**src/rtl/servo_capture_n.sv**
```systemverilog
// servo_capture_n: measures the high time of NCH asynchronous servo pulses and reads the results out over a scan chain.
// Latency: a width is captured 3 clk after the input pin falls (5 clk when GLITCH_FILTER_EN is defined).
// Backpressure: none; a new capture overwrites an unread one, and scan_en snapshots all channels and then shifts 1 bit/clk.
// Ports: clk (rising edge), rst (async, active high), in[NCH-1:0] pulse inputs,
//        scan_en / scan_in / scan_out serial readout; chain = NCH fields of {valid, ovf, count}, ch0 at the MSB end.
// Option: define GLITCH_FILTER_EN to add a 3-sample majority filter after each synchronizer.
module servo_capture_n #(
  parameter int NCH = 2,
  parameter int CW  = 12
) (
  input  logic           clk,
  input  logic           rst,
  input  logic [NCH-1:0] in,
  input  logic           scan_en,
  input  logic           scan_in,
  output logic           scan_out
);

  localparam int FW = CW + 2;
  localparam int L  = NCH * FW;
  localparam logic [CW-1:0] CMAX = '1;

  // Number of clocks after reset before the (filtered) synchronized level is a
  // real sample of the pin instead of a reset value. Arming waits for it, so
  // a pin that is already high at reset release cannot look like a rising edge.
`ifdef GLITCH_FILTER_EN
  localparam int WARM = 5;
`else
  localparam int WARM = 2;
`endif

  logic [WARM-1:0] warm;
  logic            scan_en_d;
  logic            load;
  logic [L-1:0]    chain;
  logic [L-1:0]    load_vec;

  assign load = scan_en && !scan_en_d;

  always_ff @(posedge clk or posedge rst) begin
    if (rst) begin
      warm      <= '0;
      scan_en_d <= 1'b0;
    end else begin
      warm      <= {warm[WARM-2:0], 1'b1};
      scan_en_d <= scan_en;
    end
  end

  for (genvar i = 0; i < NCH; i++) begin : g_ch
    logic          sync1, sync2, sig, prev;
    logic          armed, active, rise, fall;
    logic [CW-1:0] cnt, cap_cnt;
    logic          ovf, cap_ovf, cap_vld;

    always_ff @(posedge clk or posedge rst) begin
      if (rst) begin
        sync1 <= 1'b0;
        sync2 <= 1'b0;
      end else begin
        sync1 <= in[i];
        sync2 <= sync1;
      end
    end

`ifdef GLITCH_FILTER_EN
    logic h1, h2, filt;
    // Majority of three consecutive samples; delays both edges equally so the width is preserved.
    always_ff @(posedge clk or posedge rst) begin
      if (rst) begin
        h1   <= 1'b0;
        h2   <= 1'b0;
        filt <= 1'b0;
      end else begin
        h1   <= sync2;
        h2   <= h1;
        filt <= (sync2 & h1) | (sync2 & h2) | (h1 & h2);
      end
    end
    assign sig = filt;
`else
    assign sig = sync2;
`endif

    assign rise = armed && sig && !prev;
    // Only a pulse whose rising edge was counted may produce a capture.
    assign fall = active && prev && !sig;

    always_ff @(posedge clk or posedge rst) begin
      if (rst) begin
        prev    <= 1'b0;
        armed   <= 1'b0;
        active  <= 1'b0;
        cnt     <= '0;
        ovf     <= 1'b0;
        cap_cnt <= '0;
        cap_ovf <= 1'b0;
        cap_vld <= 1'b0;
      end else begin
        prev <= sig;
        if (!armed && warm[WARM-1] && !sig)
          armed <= 1'b1;

        if (rise) begin
          cnt    <= CW'(1);
          ovf    <= 1'b0;
          active <= 1'b1;
        end else if (fall) begin
          active  <= 1'b0;
          cap_cnt <= cnt;
          cap_ovf <= ovf;
        end else if (active) begin
          if (cnt == CMAX)
            ovf <= 1'b1;
          else
            cnt <= cnt + CW'(1);
        end

        // A capture on the load cycle wins: the chain takes the old value, the new one stays valid.
        if (fall)
          cap_vld <= 1'b1;
        else if (load)
          cap_vld <= 1'b0;
      end
    end

    assign load_vec[L-1-i*FW -: FW] = {cap_vld, cap_ovf, cap_cnt};
  end

  always_ff @(posedge clk or posedge rst) begin
    if (rst)
      chain <= '0;
    else if (load)
      chain <= load_vec;
    else if (scan_en)
      chain <= {chain[L-2:0], scan_in};
  end

  assign scan_out = chain[L-1];

endmodule

```
**config.mk**
```make
export PLATFORM = sky130hd
export DESIGN_NAME = servo_capture_n
export DESIGN_NICKNAME = d
export VERILOG_FILES = /design/src/rtl/servo_capture_n.sv
export SDC_FILE = /design/constraint.sdc
export NUM_CORES = 1
export LEC_CHECK = 0
export BUFFER_PORTS_ARGS = -buffer_cell sky130_fd_sc_hd__buf_4
export CORE_MARGIN = 2
export CORE_UTILIZATION = 45
export CTS_CLUSTER_DIAMETER = 60
export DETAILED_ROUTE_END_ITERATION = 8
export SYNTH_ARGS = -nofsm -noshare
export SYNTH_HDL_FRONTEND = slang
export SYNTH_SLANG_ARGS = --single-unit
```
**constraint.sdc**
```tcl
create_clock -name clk -period 5.07 [get_ports clk]
set_input_delay 0.2535 -clock clk [delete_from_list [all_inputs] [get_ports clk]]
set_output_delay 0.2535 -clock clk [all_outputs]
set_load 0.02 [all_outputs]
```
==> key figures, run 1 <==
Run status
  • Status: completed

Routing
  • WL/cell: 15.0 um
  • Wirelength, routed: approximately 7400 um
  • Routed vias/inst: 5.54
  • DRT iter0 DRCs: 118
  • Pre-Repair DR Iteration Count: 4
  • Final ANT Viol Nets: 0
  • Post-route DRC: 0
  • Via count: 2,721

Clock tree
  • Root Buffer: clkbuf_8
  • CTS H-Tree Depth: 3
  • Cts hold-fix bufs: 3
  • Worst skew pair latency: 350 ps
  • Post-cts resize count: 0
  • Post-CTS setup buffer count: 0
  • Clock transition at the registers of the reported paths: 90 ps
  • CTS Buf Count: 9
  • Clk sinks: 95
  • CTS tree: yes
  • Bufs on Longest Clock Path: 2

Layout
  • Area of the multi-input gates: 0.00163 mm2
  • Ant. Diodes: 0
  • Area Growth Syn to Fin: 8.97%
  • Sequential cell area: 0.00238 mm2
  • Layout cells sized above 1: 13.1%
  • NumNets Final: 386
  • # fillers: 802
  • Core Util, Final: 51.0%

Run
  • Max Cap Violations: 0

Die
  • # IOs: 7
  • Die footprint: slightly below 0.01 mm2
  • Die H: 99.4 um
  • Initial core utilization: 46.8%
  • Row count: 34
  • Die width: approximately 99 um
  • Core Region: 0.00876 mm2

Logic synthesis
  • Post-synthesis sequential area ratio: 58.0%
  • Asr flop ratio synth: 100%
  • Count of cell types in the netlist: 37
  • EDFF count, synth: 0
  • Synth Flop Type: dfrtp_1
  • Cell count after synthesis: 371
  • Synthesized cell area: 0.00410 mm2
  • Synthesized flop and latch total: 95
  • Syn Area/Cell: 11.0 um2
  • Mapped Nets: 379
  • Yosys warning count: 0
  • Yosys top cell by area: dfrtp_1
  • Share of the synthesized area in the top cell type: just under 60%
  • Area contributors post-synth: dfrtp_1, mux2i_1, mux2_2

Global route
  • First-pass GRT wire length: ~13,000 um
  • GRT Util Overall: 16.9%
  • Initial antenna violation count: 0
  • Pin count of the biggest net entering global routing: 59
  • Vias in the first global route: between 2,000 and 3,000
  • Grt ovf: 0

Timing
  • Fin crit period: 1920 ps
  • Final Hold Fails: 0
  • Worst slew margin: 47.4%
  • Final setup violating endpoints: 0
  • RSZ-0062 raised after global routing: no
  • Hold Worst Slack: 215 ps
  • Tightest Pin Transition: between 700 and 800 ps
  • FMAX: 0.520 GHz
  • Fin Clk Skew: 8.84 ps
  • Final worst slack: 3150 ps
  • Final worst-path cycle share: roughly 38%
  • Max-slew violations: 0
  • Setup TNS: 0 ps

Critical path
  • Crit path depth: 4
  • Buffers & Inverters on Critical Path: 0
  • CP max-delay cell: nor4_1
  • Reg2reg start: g_ch[0].cnt[4]$_DFFE_PP0P_
  • WS Path Type: flop to flop
  • Max incr delay on CP: 730 ps
  • CP max FO: 6
  • R2R Setup Slk: approximately 3100 ps
  • Worst EP arrival: 2140 ps
  • Reg2Reg Depth: 4
  • Worst Setup Start Kind: flop
  • Worst path required time: 5290 ps
  • Reg2reg end: g_ch[0].cnt[9]$_DFFE_PP0P_
  • Family with the most delay on the worst path: simple AND/OR/NAND/NOR gates
  • Element type at the critical path end: flop
  • CP cell instances: nand4_1, nor4_1, and4_1, nor3_1

Hold path
  • Worst Hold End: chain[0]$_DFFE_PP0P_
  • Worst hold path cell count: 3
  • Hold Startpoint: scan_in
  • Type of the tightest min-delay check: input port to flop

Place
  • GPL Wtd Cong: 0.866
  • Post-DP HPWL: 4810 um
  • Pre-CTS setup slack: 3210 ps
  • IO buf count: 6

Power
  • Leak: 2.01 nW
  • Power Dens Cells: roughly 360 mW/mm2
  • Total power: 1.59 mW
  • Worst vdd ir: 0.000122 V
[layout make-up]
cell class                      instances  area share [%]
Inverter                               10           0.896
Tap cell                              108            3.03
Sequential cell                        95            53.2
Multi-Input combinational cell        251            36.4
Timing Repair Buffer                   11            2.02
Clock inverter                          5            1.29
Clock buffer                           11            3.17
[cell usage in the layout, fill, tap and decap left out, types with 8 or more instances in the layout]
| master | count |
|---|---|
| nor3_1 | 8 |
| dfrtp_1 | 95 |
| o21ai_0 | 14 |
| a21oi_1 | 42 |
| mux2_2 | 21 |
| buf_4 | 8 |
| nand3_1 | 8 |
| or3_1 | 9 |
| nor2_1 | 38 |
| clkbuf_8 | 10 |
| inv_1 | 9 |
| mux2i_1 | 31 |
| nand2_1 | 29 |
[cells in the mapped netlist (all sizes together), types with 5 or more instances]
| cell type | number |
|---|---|
| dfrtp | 95 |
| a21oi | 42 |
| nor2 | 38 |
| mux2i | 31 |
| nand2 | 29 |
| mux2 | 21 |
| o21ai | 14 |
| clkbuf | 11 |
| or3 | 11 |
| inv | 10 |
| nand3 | 8 |
| nor3 | 8 |
| o311ai | 5 |
| o41ai | 5 |
| or4 | 5 |
[tightest hold or removal path: stages]
cell     delay (ps)
buf_4            80
mux2i_1          50
a21oi_1         140
[metal layers]
layer | vias to the layer above | GRT usage (%) | routed length [um]
li1 | 1342 | - | -
met1 | 1342 | 26.0 | 3920
met2 | 27 | 23.8 | 3180
met3 | 10 | 3.02 | 149
met4 | 0 | 7.06 | 122
met5 | - | 0 | 0
[power breakdown]
part | switching [mW] | leakage, nW | internal [mW]
Clock | 0.256 | 0.0916 | 0.241
Sequential | 0.0670 | 1.21 | 0.843
Combinational | 0.102 | 0.714 | 0.0851
Total | 0.425 | 2.01 | 1.17
[how the worst max path moves through the flow]
stage / startpoint / to / slack [ps]
3_3_place_gp: g_ch[0].sig$_DFF_PP0_ / g_ch[0].cap_cnt[5]$_DFFE_PP0P_ / 3270
5_1_grt: g_ch[0].cnt[3]$_DFFE_PP0P_ / g_ch[0].cnt[9]$_DFFE_PP0P_ / 2870
3_5_place_dp: g_ch[0].cnt[4]$_DFFE_PP0P_ / g_ch[0].cnt[9]$_DFFE_PP0P_ / 3210
4_1_cts: g_ch[0].cnt[4]$_DFFE_PP0P_ / g_ch[0].cnt[9]$_DFFE_PP0P_ / 3200
2_1_floorplan: rst / chain[0]$_DFFE_PP0P_ / 2340
6_report: g_ch[0].cnt[4]$_DFFE_PP0P_ / g_ch[0].cnt[9]$_DFFE_PP0P_ / 3150
[stage by stage]
step                      instances  instance area (um2)
final                           491                 4470
after global routing            491                 4470
after CTS                       491                 4470
after detailed placement        472                 4240
after global placement          472                 4240
after floorplan                 371                 4100
[flip-flops by register name (all words and copies together) (netlist names)]
| signal | cells |
|---|---|
| chain | 28 |
| g_ch.active | 2 |
| g_ch.armed | 2 |
| g_ch.cap_cnt | 24 |
| g_ch.cap_ovf | 2 |
| g_ch.cap_vld | 2 |
| g_ch.cnt | 24 |
| g_ch.ovf | 2 |
| g_ch.prev | 2 |
| g_ch.sig | 2 |
| g_ch.sync1 | 2 |
| scan_en_d | 1 |
| warm | 2 |
[logic make-up after synthesis]
group           after synthesis  synth area share, %
simple gates                122                 14.9
other cells                   1               0.0915
flops                        95                 58.0
mux                          52                 13.3
compound gates               74                 10.7
fa+ha+maj                     2                0.610
buf+inv                      25                 2.35
Power figures use the tool's default switching activity.
==> run 2, diff against run 1 <==
==> constraint.sdc (replaced) <==
create_clock -name clk -period 1.6 [get_ports clk]
set_input_delay 0.08 -clock clk [delete_from_list [all_inputs] [get_ports clk]]
set_output_delay 0.08 -clock clk [all_outputs]
set_load 0.02 [all_outputs]
==> run 2 against run 1 <==
- the run now ends with negative setup slack left
- utilization up 6.5 points
- maximum frequency rose by 16%
- die area unchanged
- final cell count up 9.6%
- final area grew 13%
- global-route usage rose by 0.28 points
- routed wire length is 9.2% higher
- first-iteration DRC count unchanged
- combinational power grew to 4.8 times the previous value
- clock skew increased by 3.0 ps
- largest cell class unchanged
==> key figures, run 2 (synthesized netlist as in run 1, its figures left out) <==
Timing
  • Final setup violating endpoints: 4 (was 0)
  • Fin Clk Skew: 11.9 ps (was 8.84 ps)
  • FMAX: 0.605 GHz (was 0.520 GHz)
  • Fin crit period: 1650 ps (was 1920 ps)
  • Tightest Pin Transition: 529 ps (was 785 ps)
  • Final worst slack: -53.6 ps (was 3150 ps)
  • Max-slew violations: 0 (unchanged)
  • RSZ-0062 raised after global routing: yes (was no)
  • Worst slew margin: 64.7% (was 47.4%)
  • Hold Worst Slack: 32.5 ps (was 215 ps)
  • Final worst-path cycle share: 103% (was 37.9%)
  • Final Hold Fails: 0 (unchanged)

Die
  • Die width: 99.4 um (unchanged)
  • Die H: 99.4 um (unchanged)
  • Row count: 34 (unchanged)
  • Initial core utilization: 46.8% (unchanged)
  • Core Region: 0.00876 mm2 (unchanged)
  • Die footprint: 0.00989 mm2 (unchanged)
  • # IOs: 7 (unchanged)

Routing
  • DRT iter0 DRCs: 118 (unchanged)
  • Wirelength, routed: 8050 um (was 7370 um)
  • WL/cell: 15.0 um (about the same)
  • Pre-Repair DR Iteration Count: 4 (unchanged)
  • Via count: 2,925 (was 2,721)
  • Routed vias/inst: 5.44 (was 5.54)
  • Final ANT Viol Nets: 0 (unchanged)
  • Post-route DRC: 0 (unchanged)

Critical path
  • CP max FO: 4 (was 6)
  • Reg2reg start: g_ch[0].cnt[0]$_DFFE_PP0P_ (was g_ch[0].cnt[4]$_DFFE_PP0P_)
  • WS Path Type: flop to flop (unchanged)
  • Worst Setup Start Kind: flop (unchanged)
  • Reg2reg end: g_ch[0].cnt[5]$_DFFE_PP0P_ (was g_ch[0].cnt[9]$_DFFE_PP0P_)
  • Worst path required time: 1880 ps (was 5290 ps)
  • Element type at the critical path end: flop (unchanged)
  • Worst EP arrival: 1940 ps (was 2140 ps)
  • R2R Setup Slk: -50 ps (was 3150 ps)
  • Reg2Reg Depth: 5 (was 4)

Power
  • Worst vdd ir: 0.000466 V (was 0.000122 V)
  • Total power: 5.22 mW (was 1.59 mW)
  • Power Dens Cells: 1040 mW/mm2 (was 357 mW/mm2)
  • Leak: 2.31 nW (was 2.01 nW)

Clock tree
  • Worst skew pair latency: 360 ps (was 350 ps)
  • Bufs on Longest Clock Path: 2 (unchanged)
  • Clock transition at the registers of the reported paths: 90 ps (about the same)
  • Clk sinks: 95 (unchanged)
  • CTS tree: yes (unchanged)
  • Root Buffer: clkbuf_8 (unchanged)
  • CTS Buf Count: 9 (unchanged)
  • CTS H-Tree Depth: 3 (unchanged)

Global route
  • GR Layer Usage met3: 3.02% (unchanged)
  • Pin count of the biggest net entering global routing: 87 (was 59)
  • First-pass GRT wire length: 13,700 um (was 13,300 um)
  • Initial antenna violation count: 0 (unchanged)
  • Met2 Resource Use GR: 25.4% (was 23.8%)
  • GR peak layer: met1 (unchanged)
  • GRT Util Overall: 17.2% (was 16.9%)
  • Grt ovf: 0 (unchanged)
  • Vias in the first global route: 2,864 (was 2,681)
  • Met1 Usage GRT: 25.9% (was 26.0%)

Layout
  • Most flops, register: chain (unchanged)
  • NumNets Final: 433 (was 386)
  • Ant. Diodes: 0 (unchanged)
  • Max reg flops: 28 (unchanged)
  • Fin area: 0.00503 mm2 (was 0.00447 mm2)
  • Most frequent cells in the layout: dfrtp_1, buf_4, nor2_1 (was dfrtp_1, a21oi_1, nor2_1)
  • Most common cell after layout, fill and taps aside: dfrtp_1 (unchanged)
  • Biggest regs: chain: 28 flops, g_ch.cap_cnt: 24 flops, g_ch.cnt: 24 flops (unchanged)
  • Area Growth Syn to Fin: 22.8% (was 8.97%)
  • Core Util, Final: 57.4% (was 51.0%)
  • Layout cells sized above 1: 28.8% (was 13.1%)

Place
  • IO buf count: 6 (unchanged)
  • Post-DP HPWL: 5190 um (was 4810 um)
  • GPL Wtd Cong: 0.866 (about the same)
  • Pre-CTS setup slack: -85.7 ps (was 3210 ps)
  • Placed inst area: 0.00462 mm2 (was 0.00424 mm2)

Hold path
  • Worst Hold End: chain[0]$_DFFE_PP0P_ (unchanged)
  • Type of the tightest min-delay check: input port to flop (unchanged)
  • Worst hold path cell count: 3 (unchanged)
  • Hold Startpoint: scan_in (unchanged)

Run status
  • Status: complete, but fails checks (was completed)
  • Failing checks: negative setup slack

Run
  • Max Cap Violations: 0 (unchanged)
## run 2: changes by cell type in the layout (fill, tap and decap cells not counted), sizes merged
| cell | before | now |
|---|---|---|
| clkinvlp | 3 | 4 |
| clkinv | 1 | 2 |
| bufinv | 1 | 0 |
| buf | 8 | 55 |
| clkbuf | 11 | 10 |
## run 2: final cells by class
class / instances / area (um2)
Fill cell: 752 / 3730
Clock buffer: 10 / 138
Multi-Input combinational cell: 251 / 1780
Timing Repair Buffer: 58 / 513
Sequential cell: 95 / 2380
Clock inverter: 6 / 45.0
Tap cell: 108 / 135
Inverter: 10 / 41.3
## run 2: timing repair
item                                    4_1_cts  5_1_grt
hold endpoints to repair                     11        0
hold buffers                                  3        0
gates resized for setup                      15       23
buffers inserted                              1        4
endpoints found under the setup margin       12       17
pin swaps                                     7        7
## run 2: per-stage QoR
| stage | std cells | setup TNS (ps) |
|---|---|---|
| after global placement | 514 | -58.8 |
| after CTS | 534 | -116 |
| after global routing | 538 | -824 |
| after floorplan | 371 | -132 |
| final | 538 | -93.3 |
| after detailed placement | 514 | -365 |
## run 2: how the worst max path moves through the flow
stage | from | to | slack [ps] | depth (start not counted)
2_1_floorplan | g_ch[0].cnt[0]$_DFFE_PP0P_ | g_ch[0].cnt[10]$_DFFE_PP0P_ | -70 | 6
4_1_cts | g_ch[0].cnt[0]$_DFFE_PP0P_ | g_ch[0].cnt[10]$_DFFE_PP0P_ | -50 | 5
6_report | g_ch[0].cnt[0]$_DFFE_PP0P_ | g_ch[0].cnt[5]$_DFFE_PP0P_ | -50 | 5
3_5_place_dp | g_ch[1].prev$_DFF_PP0_ | g_ch[1].cnt[11]$_DFFE_PP0P_ | -90 | 4
3_3_place_gp | g_ch[0].cnt[0]$_DFFE_PP0P_ | g_ch[0].cnt[10]$_DFFE_PP0P_ | -20 | 5
5_1_grt | g_ch[0].cnt[0]$_DFFE_PP0P_ | g_ch[0].cnt[5]$_DFFE_PP0P_ | -150 | 5
## run 2: report_power, final
part | internal, mW | switching [mW]
Sequential | 2.67 | 0.190
Clock | 0.613 | 0.858
Combinational | 0.455 | 0.436
Total | 3.74 | 1.48
## run 2: per-layer routing
| metal | wire length, um | vias to the layer above |
|---|---|---|
| met5 | 0 | - |
| met4 | 57 | 0 |
| met3 | 265 | 4 |
| met2 | 3580 | 43 |
| met1 | 4150 | 1431 |
| li1 | - | 1447 |
## run 2: critical path, cell delays in order (launching register included)
cell and delay [ps]:
dfrtp_1 390, buf_4 130, nand3_1 80, or3_4 360
or4_4 490, a21oi_2 140
